<file path="src/rtl/pcie_tlp_pkg.sv">
// pcie_tlp_pkg: TLP header constants, transmitter FSM states and the
// posted-data credit helper shared by the MWr transmitter files.
package pcie_tlp_pkg;

  localparam logic [1:0] FMT_3DW_DATA = 2'b10;
  localparam logic [4:0] TYPE_MEM     = 5'b00000;

  typedef enum logic [2:0] {
    S_IDLE,
    S_CREDIT,
    S_REQ,
    S_HDR,
    S_DATA
  } tx_state_e;

  // Posted data credits needed for len dwords (16 bytes per credit).
  function automatic logic [11:0] pd_credits(input logic [11:0] len);
    return (len + 12'd3) >> 2;
  endfunction

endpackage

</file>
<file path="src/rtl/pcie_pay_fifo.sv">
// pcie_pay_fifo: synchronous 32-bit payload FIFO with show-ahead read.
// Ports: clk/rst (sync, active-high), wr/din push, rd pop, dout head,
//   full (push dropped when set), count occupancy.
module pcie_pay_fifo
  import pcie_tlp_pkg::*;
#(
  parameter int DEPTH = 32
) (
  input  logic                     clk,
  input  logic                     rst,
  input  logic                     wr,
  input  logic [31:0]              din,
  input  logic                     rd,
  output logic [31:0]              dout,
  output logic                     full,
  output logic [$clog2(DEPTH):0]   count
);

  localparam int AW = $clog2(DEPTH);

  logic [31:0]   mem_q [DEPTH];
  logic [AW-1:0] wr_ptr_q, wr_ptr_d;
  logic [AW-1:0] rd_ptr_q, rd_ptr_d;
  logic [AW:0]   count_q, count_d;
  logic          push, pop;

  // Full uses the occupancy before any same-cycle pop.
  assign full  = count_q == (AW+1)'(DEPTH);
  assign push  = wr && !full;
  assign pop   = rd && (count_q != '0);
  assign dout  = mem_q[rd_ptr_q];
  assign count = count_q;

  always_comb begin
    wr_ptr_d = wr_ptr_q;
    rd_ptr_d = rd_ptr_q;
    count_d  = count_q;
    if (push) wr_ptr_d = wr_ptr_q + AW'(1);
    if (pop)  rd_ptr_d = rd_ptr_q + AW'(1);
    if (push && !pop) count_d = count_q + (AW+1)'(1);
    if (pop && !push) count_d = count_q - (AW+1)'(1);
  end

  always_ff @(posedge clk) begin
    if (rst) begin
      wr_ptr_q <= '0;
      rd_ptr_q <= '0;
      count_q  <= '0;
    end else begin
      wr_ptr_q <= wr_ptr_d;
      rd_ptr_q <= rd_ptr_d;
      count_q  <= count_d;
    end
  end

  always_ff @(posedge clk) begin
    if (push) mem_q[wr_ptr_q] <= din;
  end

endmodule

</file>
<file path="src/rtl/pcie_mwr_tx.sv">
// pcie_mwr_tx: posted MWr32 TLP transmitter for the 16-bit ECP3 TX VC0
// port. Payload FIFO in, request (addr,len) in, 3DW header + data out.
// Ports: pay_* FIFO push, req_* request handshake, tx_* core TX,
//   tx_ca_* posted credits. Define PCIE_TX_CREDIT_CHK_EN to gate on
//   credits; otherwise the credit inputs are ignored.
module pcie_mwr_tx
  import pcie_tlp_pkg::*;
#(
  parameter int MAX_LEN    = 16,
  parameter int LEN_W      = 5,
  parameter int FIFO_DEPTH = 32
) (
  input  logic                          pcie_clk,
  input  logic                          sys_rst,
  input  logic [7:0]                    bus_num,
  input  logic [4:0]                    dev_num,
  input  logic [2:0]                    func_num,
  input  logic                          pay_wr,
  input  logic [31:0]                   pay_data,
  output logic                          pay_full,
  output logic [$clog2(FIFO_DEPTH):0]   pay_count,
  input  logic                          req_valid,
  output logic                          req_ready,
  input  logic [29:0]                   req_addr,
  input  logic [LEN_W-1:0]              req_len,
  output logic                          req_err,
  output logic                          busy,
  output logic                          tx_req,
  input  logic                          tx_rdy,
  output logic                          tx_st,
  output logic                          tx_end,
  output logic [15:0]                   tx_data,
  input  logic [8:0]                    tx_ca_ph,
  input  logic [12:0]                   tx_ca_pd,
  input  logic                          tx_ca_p_recheck
);

  tx_state_e        state_q, state_d;
  logic [29:0]      addr_q, addr_d;
  logic [LEN_W-1:0] len_q, len_d;
  logic [15:0]      rid_q, rid_d;
  logic [11:0]      idx_q, idx_d;
  logic             tx_req_q, tx_req_d;
  logic             tx_st_q, tx_st_d;
  logic             tx_end_q, tx_end_d;
  logic [15:0]      tx_data_q, tx_data_d;
  logic             req_err_q, req_err_d;
  logic             busy_q, busy_d;

  logic        pop, len_ok, accept, credit_ok;
  logic [31:0] head, dw0, dw1, dw2;
  logic [11:0] nidx, last_idx;
  logic [15:0] word;

  pcie_pay_fifo #(.DEPTH(FIFO_DEPTH)) u_fifo (
    .clk   (pcie_clk),
    .rst   (sys_rst),
    .wr    (pay_wr),
    .din   (pay_data),
    .rd    (pop),
    .dout  (head),
    .full  (pay_full),
    .count (pay_count)
  );

`ifdef PCIE_TX_CREDIT_CHK_EN
  assign credit_ok = !tx_ca_p_recheck
    && (tx_ca_ph[8] || tx_ca_ph[7:0] != 8'd0)
    && (tx_ca_pd[12]
        || tx_ca_pd[11:0] >= pd_credits(12'(len_q)));
`else
  logic unused_credit;
  assign unused_credit = ^{tx_ca_ph, tx_ca_pd, tx_ca_p_recheck};
  assign credit_ok = 1'b1;
`endif

  assign len_ok = (req_len != '0) && (32'(req_len) <= MAX_LEN);
  assign req_ready = (state_q == S_IDLE) && len_ok
    && (32'(pay_count) >= 32'(req_len));
  assign accept = req_valid && req_ready;

  assign dw0 = {1'b0, FMT_3DW_DATA, TYPE_MEM, 1'b0, 3'b000,
                4'b0000, 1'b0, 1'b0, 2'b00, 2'b00, 10'(len_q)};
  assign dw1 = {rid_q, 8'h00,
                (len_q > LEN_W'(1)) ? 4'hF : 4'h0, 4'hF};
  assign dw2 = {addr_q, 2'b00};

  // Word index: 0..5 header halves, then high/low half per dword.
  assign nidx     = idx_q + 12'd1;
  assign last_idx = 12'd5 + (12'(len_q) << 1);

  always_comb begin
    word = nidx[0] ? head[15:0] : head[31:16];
    unique case (1'b1)
      nidx == 12'd1: word = dw0[15:0];
      nidx == 12'd2: word = dw1[31:16];
      nidx == 12'd3: word = dw1[15:0];
      nidx == 12'd4: word = dw2[31:16];
      nidx == 12'd5: word = dw2[15:0];
      default: ;
    endcase
  end

  always_comb begin
    state_d   = state_q;
    addr_d    = addr_q;
    len_d     = len_q;
    rid_d     = rid_q;
    idx_d     = idx_q;
    tx_req_d  = tx_req_q;
    tx_st_d   = tx_st_q;
    tx_end_d  = tx_end_q;
    tx_data_d = tx_data_q;
    req_err_d = 1'b0;
    pop       = 1'b0;
    unique case (state_q)
      S_IDLE: begin
        req_err_d = req_valid && !len_ok;
        if (accept) begin
          addr_d  = req_addr;
          len_d   = req_len;
          rid_d   = {bus_num, dev_num, func_num};
          state_d = S_CREDIT;
        end
      end
      S_CREDIT: begin
        if (credit_ok) begin
          state_d  = S_REQ;
          tx_req_d = 1'b1;
        end
      end
      S_REQ: begin
        if (tx_rdy) begin
          state_d   = S_HDR;
          tx_req_d  = 1'b0;
          tx_st_d   = 1'b1;
          tx_data_d = dw0[31:16];
          idx_d     = '0;
        end
      end
      S_HDR, S_DATA: begin
        if (tx_rdy && tx_end_q) begin
          state_d   = S_IDLE;
          tx_st_d   = 1'b0;
          tx_end_d  = 1'b0;
          tx_data_d = '0;
          idx_d     = '0;
        end else if (tx_rdy) begin
          idx_d     = nidx;
          tx_st_d   = 1'b0;
          tx_data_d = word;
          tx_end_d  = nidx == last_idx;
          if (nidx >= 12'd6) begin
            state_d = S_DATA;
            // Loading the low half frees the head dword, so the
            // next high half already sees the following dword.
            pop     = nidx[0];
          end
        end
      end
      default: state_d = S_IDLE;
    endcase
    busy_d = state_d != S_IDLE;
  end

  always_ff @(posedge pcie_clk) begin
    if (sys_rst) begin
      state_q   <= S_IDLE;
      addr_q    <= '0;
      len_q     <= '0;
      rid_q     <= '0;
      idx_q     <= '0;
      tx_req_q  <= 1'b0;
      tx_st_q   <= 1'b0;
      tx_end_q  <= 1'b0;
      tx_data_q <= '0;
      req_err_q <= 1'b0;
      busy_q    <= 1'b0;
    end else begin
      state_q   <= state_d;
      addr_q    <= addr_d;
      len_q     <= len_d;
      rid_q     <= rid_d;
      idx_q     <= idx_d;
      tx_req_q  <= tx_req_d;
      tx_st_q   <= tx_st_d;
      tx_end_q  <= tx_end_d;
      tx_data_q <= tx_data_d;
      req_err_q <= req_err_d;
      busy_q    <= busy_d;
    end
  end

  assign tx_req  = tx_req_q;
  assign tx_st   = tx_st_q;
  assign tx_end  = tx_end_q;
  assign tx_data = tx_data_q;
  assign req_err = req_err_q;
  assign busy    = busy_q;

endmodule

</file>
<file path="config.mk">
export PLATFORM = sky130hd
export DESIGN_NAME = pcie_mwr_tx
export DESIGN_NICKNAME = d
export VERILOG_FILES = /design/src/rtl/pcie_tlp_pkg.sv /design/src/rtl/pcie_pay_fifo.sv /design/src/rtl/pcie_mwr_tx.sv
export SDC_FILE = /design/constraint.sdc
export NUM_CORES = 1
export LEC_CHECK = 0
export CAP_MARGIN = 15
export CORE_UTILIZATION = 66
export CTS_CLUSTER_SIZE = 14
export DETAILED_ROUTE_END_ITERATION = 12
export GPL_ROUTABILITY_DRIVEN = 0
export MAX_ROUTING_LAYER = met4
export PLACE_DENSITY = 0.83
export SLEW_MARGIN = 20
export SYNTH_ARGS = -nofsm -noshare
export SYNTH_HDL_FRONTEND = slang
export SYNTH_HIERARCHICAL = 1
export SYNTH_SLANG_ARGS = --single-unit
</file>
<file path="constraint.sdc">
create_clock -name pcie_clk -period 6.25 [get_ports pcie_clk]
set_input_delay 1.25 -clock pcie_clk [delete_from_list [all_inputs] [get_ports pcie_clk]]
set_output_delay 1.25 -clock pcie_clk [all_outputs]
set_load 0.01 [all_outputs]
</file>
==> results.ini <==
[synthesis]
synth.avg_cell_area_um2 = 16.8
synth_top_area_cell = edfxtp_1
synth_cell_types = 69
synth-edff-count = 1024
syn-cell-area_mm2 = 0.0454
synth_top_area_share = 0.677
synth_nets = 2826
synth_top_flop_cell = edfxtp_1
synthArstFlopShare = 0
synth_area_leaders = edfxtp_1 68%, mux4_2 6.3%, mux2_2 5.0%, dfxtp_1 4.8%, o21ai_0 1.5%
ys_seq_elements = 1132
ys_seq_area_frac = 0.725
ys.warnings.count = 6
synthCells = 2696

[floorplanning]
start_util = 0.671
die_area_mm2 = 0.0699
ioPinCount = 140
row_count = 95
core_area_mm2 = 0.0676
dieWidth_um = 264
die_h_um = 264

[power_and_ir_drop]
design_power_total_mw = 14.9
power_density_mw_per_mm2 = 292
power_leakage_nw = 15.9
ir_drop_uv = 278

[timing]
slew_headroom = 0.248
skew_ns = 0.0229
holdWs_ns = 0.460
finalMaxSlewViolations = 0
period_minus_slack_ns = 4.75
max_freq_ghz = 0.211
finalSetupViolCount = 0
max_slew.worst_pin.slew_ns = 1.13
tns_ns = 0
hold_violations = 0
fin_crit_sh = 0.760
rsz0062_at_grt = false

[clock_tree]
cts_resized = 0
hold_buffers = 0
cts_tree = built
cts.path.max_buffers = 3
cts_setup_buffers = 0
clk_pin_slew_worst_paths_ns = 0.06
cts-buffers-inserted = 108
h-tree-depth = 3
cts_root_buf = clkbuf_16
cts.sinks = 1132
worstSkewPairLatency_ns = 0.68

[job]
drv_cap = 0

[setup_path]
cp_data_arrival_time_ns = 5.30
critical_path_class = flop to flop
rr_startpoint = idx_q[1]
start_kind = flop
r2r_slack_ns = 1.50
crit_start = idx_q[1]
worstPathMaxFanout = 41
crit_end = u_fifo/count[4]
r2r_end = u_fifo/count[4]
cp.required_ns = 6.80
worstRegToRegCells = 15
worstSetupEndpointType = flop

[drt]
vias_per_cell = 7.08
drt-total-wl_um = 116000
drt-initial-drc-count = 3872
drc = 0
firstDrtPassIters = 8
vias = 26700
wl_per_cell_um = 30.8
postRouteAntennaNets = 0

[global_routing]
antenna_found_initial = 5
overflow = 0
grt_util_met2 = 0.541
grt_pass1_wl_um = 170000
grt_max_degree = 154
grtUsageMet3 = 0.0715
grt_pass1_vias = 26800
grtUsageMet1 = 0.432
grt_usage = 0.346
busiest_layer = met2

[finish]
nets = 2938
final_cell_mix = 1024 x edfxtp_1, 200 x mux2_2, 135 x o21ai_0
syn_to_final_growth_pct = 12.6
final_common_cell = edfxtp_1
drive_gt1_frac = 0.216
final_cells = 3770

[placed_design]
hpwl_um = 65000
portBuffers = 116
dp_cells = 3570

[min_path]
min_path_cells = 2
hp-class = flop to flop

[status]
outcome = complete, no violations

-- critical path, stage by stage (launching register included) --
cell     delay, ns
dfxtp_1       0.49
ha_1          0.20
buf_4         0.37
nand4_2       0.22
mux2i_1       0.22
or4_1         0.75
o21a_1        0.32
o31ai_1       0.18
inv_1         0.14
ha_1          0.37
xor2_1        0.21
ha_1          0.21
a21oi_1       0.24
a32oi_1       0.15
a31oi_1       0.21
mux2_2        0.35
-- power by group --
part / total, mW / leakage (nW) / switching, mW / internal, mW
Clock: 6.22 / 1.65 / 2.76 / 3.46
Combinational: 0.385 / 4.14 / 0.268 / 0.118
Sequential: 8.32 / 10.1 / 0.0200 / 8.30
Total: 14.9 / 15.9 / 3.05 / 11.9
-- kinds of logic after synthesis --
| kind of cell | Yosys count | synth area share |
|---|---|---|
| DFF | 1132 | 0.725 |
| AOI/OAI and AO/OA | 509 | 0.0733 |
| and+or+nand+nor | 457 | 0.0548 |
| muxes | 342 | 0.116 |
| buffers and inverters | 210 | 0.0205 |
| xor gates and xnor gates | 27 | 0.00521 |
| adders and majority gates | 19 | 0.00524 |
-- area by class of cell --
type                       instances  area [µm²]
sequential                      1132       32900
fill                            3521       16500
multi-input combinational       1354       11900
clock buffer                     138        2880
timing repair buffer             190        1800
tap                              873        1090
clock inverter                    56         463
inverter                          22        82.6
antenna                            5        12.5
-- synth_stat cells (all sizes together) (6+ instances only) --
master,count
edfxtp,1024
mux2,200
o21ai,139
clkbuf,133
mux4,128
dfxtp,108
a21oi,96
nor2,85
nor3,81
nand3,76
nor2b,74
a211oi,68
o22ai,66
a22o,65
buf,55
nand2,40
or4,33
inv,22
ha,19
mux2i,14
xor2,14
xnor2,13
a31oi,11
and3,10
nand4,10
a221oi,8
and4,8
a222oi,7
a22oi,7
nand3b,7
a311oi,6
nand2b,6
nor4,6
-- worst min path at each step --
| stage | start | end | slack, ns |
|---|---|---|---|
| global route | tx_data[3] | tx_data[3] | 0.47 |
| detailed placement | tx_data[3] | tx_data[3] | 0.45 |
| CTS | tx_data[3] | tx_data[3] | 0.46 |
| global placement | tx_data[3] | tx_data[3] | 0.46 |
| floorplan | addr_q[2] | addr_q[2] | 0.45 |
| finish | tx_data[3] | tx_data[3] | 0.46 |
-- metal layers --
metal | routed length (µm) | up-vias
met1 | 41000 | 13300
met4 | 6250 | 0
met5 | 0 | -
met2 | 56100 | 1964
li1 | - | 11000
met3 | 12800 | 406
-- metrics by stage --
| step | area (µm²) | utilization | setup WS [ns] |
|---|---|---|---|
| after global routing | 51100 | 0.756 | 1.27 |
| after global placement | 47800 | 0.707 | 1.36 |
| after CTS | 51100 | 0.756 | 1.60 |
| final | 51100 | 0.756 | 1.50 |
| after detailed placement | 47800 | 0.707 | 1.25 |
| after floorplan | 45400 | - | 2.23 |
-- registers in the layout, indices dropped and copies added (netlist names), 5 cells and up, named ones only --
name	flops
u_fifo/mem_q	1024
addr_q	30
rid_q	16
tx_data	16
idx_q	12
u_fifo/count	6
len_q	5
u_fifo/rd_ptr_q	5
u_fifo/wr_ptr_q	5
(Power assumes the default switching activity.)
